`config.mk`:
```
export PLATFORM = sky130hd
export DESIGN_NAME = serial_addsub_ctrl_311
export DESIGN_NICKNAME = d
export VERILOG_FILES = /design/src/rtl/serial_addsub_ctrl_311_pkg.sv /design/src/rtl/fa_cell_311.sv /design/src/rtl/ha_311.sv /design/src/rtl/serial_addsub_ctrl_311.sv
export SDC_FILE = /design/constraint.sdc
export NUM_CORES = 1
export LEC_CHECK = 0
export CAP_MARGIN = 10
export CORE_MARGIN = 2
export CORE_UTILIZATION = 51
export CTS_CLUSTER_SIZE = 30
export DETAILED_ROUTE_END_ITERATION = 6
export GPL_TIMING_DRIVEN = 0
export PLACE_DENSITY = 0.78
export SETUP_SLACK_MARGIN = 0.3
export SLEW_MARGIN = 30
export SYNTH_ARGS = -nofsm -noshare
export SYNTH_HDL_FRONTEND = slang
export SYNTH_SLANG_ARGS = --single-unit
export TNS_END_PERCENT = 5
```
`constraint.sdc`:
```
create_clock -name clk_311 -period 1.6 [get_ports clk_311]
set_input_delay 0.32 -clock clk_311 [delete_from_list [all_inputs] [get_ports clk_311]]
set_output_delay 0.32 -clock clk_311 [all_outputs]
set_load 0.01 [all_outputs]
```
`src/rtl/serial_addsub_ctrl_311_pkg.sv`:
```
// Shared definitions for the bit-serial add/subtract controller.
package serial_addsub_ctrl_311_pkg;

   localparam int unsigned WIDTH_DEF = 8;

   typedef enum logic [1:0] {
      ST_IDLE = 2'd0,
      ST_RUN  = 2'd1,
      ST_DONE = 2'd2
   } state_e;

endpackage

```
`src/rtl/fa_cell_311.sv`:
```
// 1-bit full adder built from two half adders plus an OR on the carries.
module fa_cell_311 (
   input  logic a_i,
   input  logic b_i,
   input  logic cin_i,
   output logic sum_o,
   output logic cout_o
);

   logic s0, c0, c1;

   ha_311 u_ha0 (
      .a_i (a_i),
      .b_i (b_i),
      .s_o (s0),
      .c_o (c0)
   );

   ha_311 u_ha1 (
      .a_i (s0),
      .b_i (cin_i),
      .s_o (sum_o),
      .c_o (c1)
   );

   assign cout_o = c0 | c1;

endmodule

```
`src/rtl/ha_311.sv`:
```
// Half-adder cell: building block of the shared serial full adder.
module ha_311 (
   input  logic a_i,
   input  logic b_i,
   output logic s_o,
   output logic c_o
);

   assign s_o = a_i ^ b_i;
   assign c_o = a_i & b_i;

endmodule

```
`src/rtl/serial_addsub_ctrl_311.sv`:
```
// Bit-serial add/subtract controller: one full-adder cell is reused for every
// bit position, LSB first, with the carry held in a flop between cycles.
module serial_addsub_ctrl_311
   import serial_addsub_ctrl_311_pkg::*;
#(
   parameter int unsigned WIDTH = WIDTH_DEF
) (
   input  logic             clk_311,
   input  logic             rst_n_311,
   input  logic             start_311,
   input  logic             sub_311,
   input  logic [WIDTH-1:0] a_311,
   input  logic [WIDTH-1:0] b_311,
   output logic             busy_311,
   output logic             done_311,
   output logic [WIDTH-1:0] s_311,
   output logic             c_311
);

   // Counter holds up to WIDTH so it never wraps inside an operation.
   localparam int unsigned CW = $clog2(WIDTH) + 1;
   localparam logic [CW-1:0] LAST = CW'(WIDTH - 1);

   state_e           state_q, state_d;
   logic [WIDTH-1:0] a_sh_q, a_sh_d;
   logic [WIDTH-1:0] b_sh_q, b_sh_d;
   logic [WIDTH-1:0] res_q, res_d;
   logic [WIDTH-1:0] s_q, s_d;
   logic [CW-1:0]    cnt_q, cnt_d;
   logic             carry_q, carry_d;
   logic             c_q, c_d;

   logic             accept, step, finish;
   logic             fa_sum, fa_cout;
   logic [WIDTH-1:0] sum_msb, res_next;

   fa_cell_311 u_fa (
      .a_i    (a_sh_q[0]),
      .b_i    (b_sh_q[0]),
      .cin_i  (carry_q),
      .sum_o  (fa_sum),
      .cout_o (fa_cout)
   );

   // Sum bit enters at the MSB so that after WIDTH steps bit 0 lands at the LSB.
   always_comb begin
      sum_msb = '0;
      sum_msb[WIDTH-1] = fa_sum;
      res_next = (res_q >> 1) | sum_msb;
   end

   // Controller next-state and datapath strobes.
   always_comb begin
      state_d = state_q;
      accept  = 1'b0;
      step    = 1'b0;
      finish  = 1'b0;
      unique case (state_q)
         ST_IDLE: begin
            if (start_311) begin
               accept  = 1'b1;
               state_d = ST_RUN;
            end
         end
         ST_RUN: begin
            step = 1'b1;
            if (cnt_q == LAST) begin
               finish  = 1'b1;
               state_d = ST_DONE;
            end
         end
         ST_DONE: begin
            if (start_311) begin
               accept  = 1'b1;
               state_d = ST_RUN;
            end else begin
               state_d = ST_IDLE;
            end
         end
         default: state_d = ST_IDLE;
      endcase
   end

   // Datapath next-state: load on accept, shift one bit per RUN cycle.
   always_comb begin
      a_sh_d  = a_sh_q;
      b_sh_d  = b_sh_q;
      res_d   = res_q;
      cnt_d   = cnt_q;
      carry_d = carry_q;
      s_d     = s_q;
      c_d     = c_q;
      if (accept) begin
         a_sh_d  = a_311;
         // Subtraction is a + ~b + 1; the +1 rides in as the initial carry.
         b_sh_d  = sub_311 ? ~b_311 : b_311;
         carry_d = sub_311;
         cnt_d   = '0;
         res_d   = '0;
      end else if (step) begin
         a_sh_d  = a_sh_q >> 1;
         b_sh_d  = b_sh_q >> 1;
         carry_d = fa_cout;
         cnt_d   = cnt_q + CW'(1);
         res_d   = res_next;
         if (finish) begin
            s_d = res_next;
            c_d = fa_cout;
         end
      end
   end

   // State and datapath registers.
   always_ff @(posedge clk_311 or negedge rst_n_311) begin
      if (!rst_n_311) begin
         state_q <= ST_IDLE;
         a_sh_q  <= '0;
         b_sh_q  <= '0;
         res_q   <= '0;
         cnt_q   <= '0;
         carry_q <= 1'b0;
         s_q     <= '0;
         c_q     <= 1'b0;
      end else begin
         state_q <= state_d;
         a_sh_q  <= a_sh_d;
         b_sh_q  <= b_sh_d;
         res_q   <= res_d;
         cnt_q   <= cnt_d;
         carry_q <= carry_d;
         s_q     <= s_d;
         c_q     <= c_d;
      end
   end

   assign busy_311 = (state_q == ST_RUN);
   assign done_311 = (state_q == ST_DONE);
   assign s_311    = s_q;
   assign c_311    = c_q;

endmodule

```
==> results of run 1 <==
[cell usage in the layout, fill, tap and decap left out, types with 2 or more instances in the layout]
| master | n |
|---|---|
| buf_8 | 2 |
| nand2_1 | 18 |
| o21ai_0 | 7 |
| clkbuf_4 | 5 |
| mux2_2 | 8 |
| clkdlybuf4s50_1 | 17 |
| xor2_1 | 8 |
| a22oi_1 | 4 |
| buf_4 | 10 |
| o21ai_1 | 6 |
| a22o_1 | 10 |
| dfrtp_1 | 39 |
| mux2_4 | 2 |
| clkbuf_2 | 9 |
| buf_2 | 2 |
| nand3_1 | 5 |
| mux2i_1 | 13 |
| bufinv_16 | 2 |
| buf_6 | 5 |
[where the power goes]
group | total, mW | internal, mW | switching [mW]
Sequential | 1.68 | 1.40 | 0.283
Combinational | 1.92 | 1.03 | 0.886
Clock | 0.818 | 0.486 | 0.333
[final timing paths]
kind,startpoint,to,slack [ns],cells past startpoint
hold / removal,rst_n_311,a_sh_q[2],0.40,2
setup reg to reg,state_q[1],s_311[0],0.02,6
min in group clk_311,sub_311,carry_q,0.44,3
max in group asynchronous,rst_n_311,s_311[0],0.74,3
hold reg to reg,res_q[1],res_q[1],0.50,1
setup / recovery,state_q[1],busy_311,0.02,5
[flip-flops by register name, indices dropped and copies added (netlist names)]
name,count
a_sh_q,8
b_sh_q,8
s_311,8
res_q,7
cnt_q,4
state_q,2
c_311,1
carry_q,1
[final cells by class]
cell class,instances,area [µm²],share of cell area
multi-input combinational,91,714,0.306
inverter,1,11.3,0.00482
clock buffer,5,37.5,0.0161
tap,44,55.1,0.0236
buffer,7,75.1,0.0322
timing repair buffer,43,398,0.170
clock inverter,3,67.6,0.0289
sequential,39,976,0.418
[stage by stage]
stage	instance area [µm²]	TNS, ns	hold slack, ns	power (mW)	instances
after floorplan	1700	0	0.0244	2.68	138
after global placement	2040	-26.72	0.481	3.17	211
after detailed placement	2070	-2.48	0.253	3.26	212
after CTS	2250	0	0.400	4.24	227
after global routing	2330	-0.0681	0.418	4.70	233
final	2330	0	0.402	4.42	233
[what timing repair did]
item / CTS / global route
endpoints found under the hold margin: 14 / 0
endpoints found under the setup margin: 47 / 47
cloned: 0 / 2
hold buffers: 1 / 0
pin swaps: 1 / 13
setup buffers: 6 / 4
resized for setup: 26 / 47
[cell families after synthesis]
family          Yosys count
fa+ha+maj                 2
xor+xnor                  8
buf+inv                   8
mux                      23
compound gates           27
simple gates             31
flops                    39
[worst max-delay path: stages, from the launching register on]
cell and delay, ns:
dfrtp_1 0.40, nand2b_4 0.14, buf_6 0.13, inv_8 0.05
buf_6 0.09, buf_6 0.09
[metal layers]
| metal | up-vias | share of wire | global-route usage |
|---|---|---|---|
| li1 | 585 | - | - |
| met1 | 641 | 0.42 | 0.244 |
| met2 | 31 | 0.52 | 0.370 |
| met3 | 5 | 0.044 | 0.0683 |
| met4 | 0 | 0.017 | 0.0821 |
| met5 | - | 0 | 0 |
==> results_dict.tcl, run 1 <==
set metrics [dict create \
    place_congestion 0.776 \
    worstPathMaxFanout 2 \
    cp-end-kind "primary output" \
    period_needed_ns 1.58 \
    hold_class "in2async" \
    skew_ns 0.0156 \
    post-route-util 0.752 \
    yosys_most_used_dff "dfrtp_1" \
    ys_async_sr_fraction 1.00 \
    layout-area-overhead-vs-synth_pct 37.5 \
    powerDensity_nw_per_um2 1890 \
    cts_buffers 5 \
    finalHoldViolCount 0 \
    max-cap-violations 0 \
    period_share 0.989 \
    drv_slew 0 \
    cts.sinks 39 \
    setup_viol 0 \
    nNetsFinal 210 \
    antenna_found_initial 0 \
    die_h_um 61.7 \
    initial_utilization 0.547 \
    synth_mux_area_frac 0.143 \
    root_buffer "clkbuf_4" \
    rows 20 \
    dieArea_um2 3810 \
    drc 0 \
    rsz0062_at_grt "true" \
    status "complete, no violations" \
    yosysTopAreaCell "dfrtp_1" \
    io_buffers 29 \
    max_freq_mhz 632 \
    synth_cells 138 \
    yosysSeqAreaShare 0.575 \
    yosys-top-cells-count "dfrtp_1 (39), nand2_1 (19), mux2i_1 (13), o21ai_0 (13)" \
    synth-simple-area-share 0.0892 \
    synth_edf_count 0 \
    cts.path.max_buffers 2 \
    postRouteAntennaNets 0 \
    worstPathArrival_ns 1.26 \
    wirelength_um 3600 \
    synth_top_area_share 0.575 \
    max-vdd-ir-drop_mv 0.817 \
    yosysMostFrequentCell "dfrtp_1" \
    grtUsageTotal 0.213 \
    grt_overflow_total 0 \
    final.fill_count 231 \
    synth_compound_area_frac 0.108 \
    grt_pass1_vias 1212 \
    dr.pass1.iters 4 \
    worst_ep_required_time_ns 1.28 \
    design.core.area_um2 3100 \
    ys_ff_latch 39 \
    cts_tree "yes" \
    viasPerCell 5.42 \
    via_count 1262 \
    dieWidth_um 61.7 \
    htreeDepth 2 \
    synth_xor_area_frac 0.0413 \
    io_pins 31 \
    clk_pin_slew_worst_paths_ns 0.12 \
    ys_top_cells_by_area "dfrtp_1 (57%), mux2i_1 (7.7%), mux2_2 (6.6%)" \
    drtIter0Drc 29 \
    n_antenna_cell 0 \
    synth_adder_area_share 0.0192 \
    netlist-cell-type-count 21 \
    leakage_nw 1.10 \
    pre_cts_slack_ns -0.377 \
    synth_top_family_by_area "multiplexers" \
    cp-start-kind "flop" \
    syn_area_um2 1700 \
    grt_max_degree 26 \
    worstSetupPathType "reg2out" \
    grt_pass1_wl_um 5660 \
    syn_area_per_cell_um2 12.3 \
    wl_per_cell_um 15.5 \
    worst_slew_pin_slew_ns 0.546 \
    yosysWarnings 0 \
    drive_above_1_share 0.302 \
    synth_nets 160 \
    clk_latency_ns 0.36 \
    maxSlewHeadroom 0.636 \
    dpl.hpwl_um 2280 \
    fin_ws_ns 0.0177 \
]
Note: power is estimated with default switching activity, not from simulation.
==> run 2, diff against run 1 <==
--- a/config.mk
+++ b/config.mk
@@ -8,7 +8,7 @@
 export CAP_MARGIN = 10
 export CORE_MARGIN = 2
 export CORE_UTILIZATION = 51
-export CTS_CLUSTER_SIZE = 30
+export CTS_CLUSTER_SIZE = 10
 export DETAILED_ROUTE_END_ITERATION = 6
 export GPL_TIMING_DRIVEN = 0
 export PLACE_DENSITY = 0.78
==> constraint.sdc (replaced) <==
create_clock -name clk_311 -period 1.78 [get_ports clk_311]
set_input_delay 0.356 -clock clk_311 [delete_from_list [all_inputs] [get_ports clk_311]]
set_output_delay 0.356 -clock clk_311 [all_outputs]
set_load 0.01 [all_outputs]
==> run 2 against run 1 <==
Setup slack gained 0.14 ns. Count of clock-buffer cells in the layout is the same. Clock power shrank 46%. Critical path type unchanged. Utilization shrank 3.4 points.
==> results_dict.tcl, run 2 (same netlist as run 1, synthesis figures left out) <==
set metrics [dict create \
    status "complete, no violations" \
    hold_class "in2reg" \
    grt_pass1_vias 1225 \
    skew_ns 0.0135 \
    die_h_um 61.7 \
    p_sw_mw 1.28 \
    dr.pass1.iters 4 \
    antenna_found_initial 0 \
    critPathMaxStageDelay_ns 0.39 \
    internal_power_mw 2.28 \
    drt-met1-wl_um 1480 \
    worstPathMaxFanout 3 \
    grtUsageTotal 0.199 \
    io_buffers 29 \
    layout-area-overhead-vs-synth_pct 31.2 \
    rsz0062_at_grt "true" \
    cts.path.max_buffers 2 \
    drive_above_1_share 0.211 \
    cp_common_cell "buf_6" \
    drc 0 \
    via_count 1236 \
    n_antenna_cell 0 \
    r2r_slack_ns 0.23 \
    swShare 0.359 \
    design.core.area_um2 3100 \
    dieWidth_um 61.7 \
    crit_slowest_cell "dfrtp_1" \
    drv_slew 0 \
    max_freq_mhz 616 \
    powerDensity_nw_per_um2 1600 \
    leakage_nw 1.03 \
    setup_viol 0 \
    postRouteAntennaNets 0 \
    initial_utilization 0.547 \
    root_buffer "clkbuf_4" \
    cp_cell_sequence "nand2b_1 > buf_6 > inv_8 > buf_6 > buf_6" \
    io_pins 31 \
    reg2reg_from "state_q[0]" \
    max-cap-violations 0 \
    clk_latency_ns 0.35 \
    final_common_cell "dfrtp_1" \
    worstSetupPathType "reg2out" \
    min_path_cells 3 \
    wirelength_um 3380 \
    whs_endpoint "carry_q" \
    period_share 0.913 \
    p_seq_frac 0.422 \
    max-vdd-ir-drop_mv 0.672 \
    wl_met3_um 140 \
    worstPathArrival_ns 1.27 \
    finalHoldViolCount 0 \
    worst_slew_pin_slew_ns 0.546 \
    grt_pass1_wl_um 5410 \
    cp-start-kind "flop" \
    reg2regPathDepth 6 \
    viasPerCell 5.40 \
    top_layer_used "met4" \
    nNetsFinal 206 \
    layout_common_cells "dfrtp_1 (39), clkdlybuf4s50_1 (24), nand2_1 (18)" \
    dpl.hpwl_um 2340 \
    rows 20 \
    cts_buffers 5 \
    clk_pin_slew_worst_paths_ns 0.13 \
    whs_ns 0.491 \
    drtIter0Drc 48 \
    dieArea_um2 3810 \
    period_needed_ns 1.62 \
    worst_ep_required_time_ns 1.42 \
    cts_tree "yes" \
    clkPwrFrac 0.125 \
    grt_max_degree 22 \
    pre_cts_slack_ns -0.243 \
    p_total_mw 3.56 \
    p_comb_frac 0.453 \
    wl_per_cell_um 14.8 \
    worstReg2RegEnd "a_sh_q[6]" \
    hp-start "sub_311" \
    cts.sinks 39 \
    place_congestion 0.770 \
    cp-end-kind "primary output" \
    grt_overflow_total 0 \
    maxSlewHeadroom 0.636 \
    routed-wl-met2_um 1660 \
    fin_ws_ns 0.156 \
    htreeDepth 2 \
]
[run 2: what timing repair did]
| action | 4_1_cts | 5_1_grt |
|---|---|---|
| resized for setup | 12 | 4 |
| buffers inserted | 4 | 4 |
| gates cloned | 0 | 0 |
| pin swaps | 0 | 2 |
| hold buffers | 1 | 0 |
| endpoints found under the setup margin | 31 | 41 |
| hold endpoints to repair | 18 | 0 |
[run 2: worst max-delay path by stage]
stage,startpoint,depth (start not counted),end
5_1_grt,state_q[0],6,a_sh_q[6]
2_1_floorplan,state_q[1],4,c_311
4_1_cts,s_311[4],1,s_311[4]
3_3_place_gp,rst_n_311,1,s_311[1]
6_report,state_q[1],5,busy_311
3_5_place_dp,state_q[1],5,busy_311
[run 2: power by group through the flow]
stage | Sequential [mW] | Clock (mW) | Combinational [mW]
2_1_floorplan | 1.50 | 0 | 0.909
3_3_place_gp | 1.49 | 0 | 1.35
3_5_place_dp | 1.52 | 0 | 1.41
4_1_cts | 1.50 | 0.457 | 1.54
5_1_grt | 1.54 | 0.494 | 1.78
6_report | 1.50 | 0.445 | 1.61
[run 2: area by class of cell]
type / instances / area, µm²
inverters: 1 / 11.3
flip-flops and latches: 39 / 976
well taps: 44 / 55.1
multi-input cells: 91 / 684
fillers: 239 / 875
repair buffers: 39 / 397
clock buffers: 5 / 37.5
plain buffers: 7 / 47.5
clock inverters: 3 / 20.0
[run 2: worst max-delay path, delay by kind of cell (launching register included)]
kind / cells / cell delay, ns
flops: 1 / 0.39
buf+inv: 4 / 0.38
simple gates: 1 / 0.15
[run 2: through the flow]
step,TNS [ns],std cells,area (µm²),utilization
after detailed placement,-0.796,212,2070,0.666
after floorplan,0,138,1700,-
final,0,229,2230,0.718
after global routing,0,229,2230,0.718
after CTS,0,225,2180,0.701
after global placement,-19.47,211,2040,0.658
[run 2: per-layer routing]
| layer | up-vias | global-route usage |
|---|---|---|
| met4 | 0 | 0.106 |
| met3 | 10 | 0.0559 |
| li1 | 574 | - |
| met2 | 38 | 0.323 |
| met5 | - | 0 |
| met1 | 614 | 0.242 |
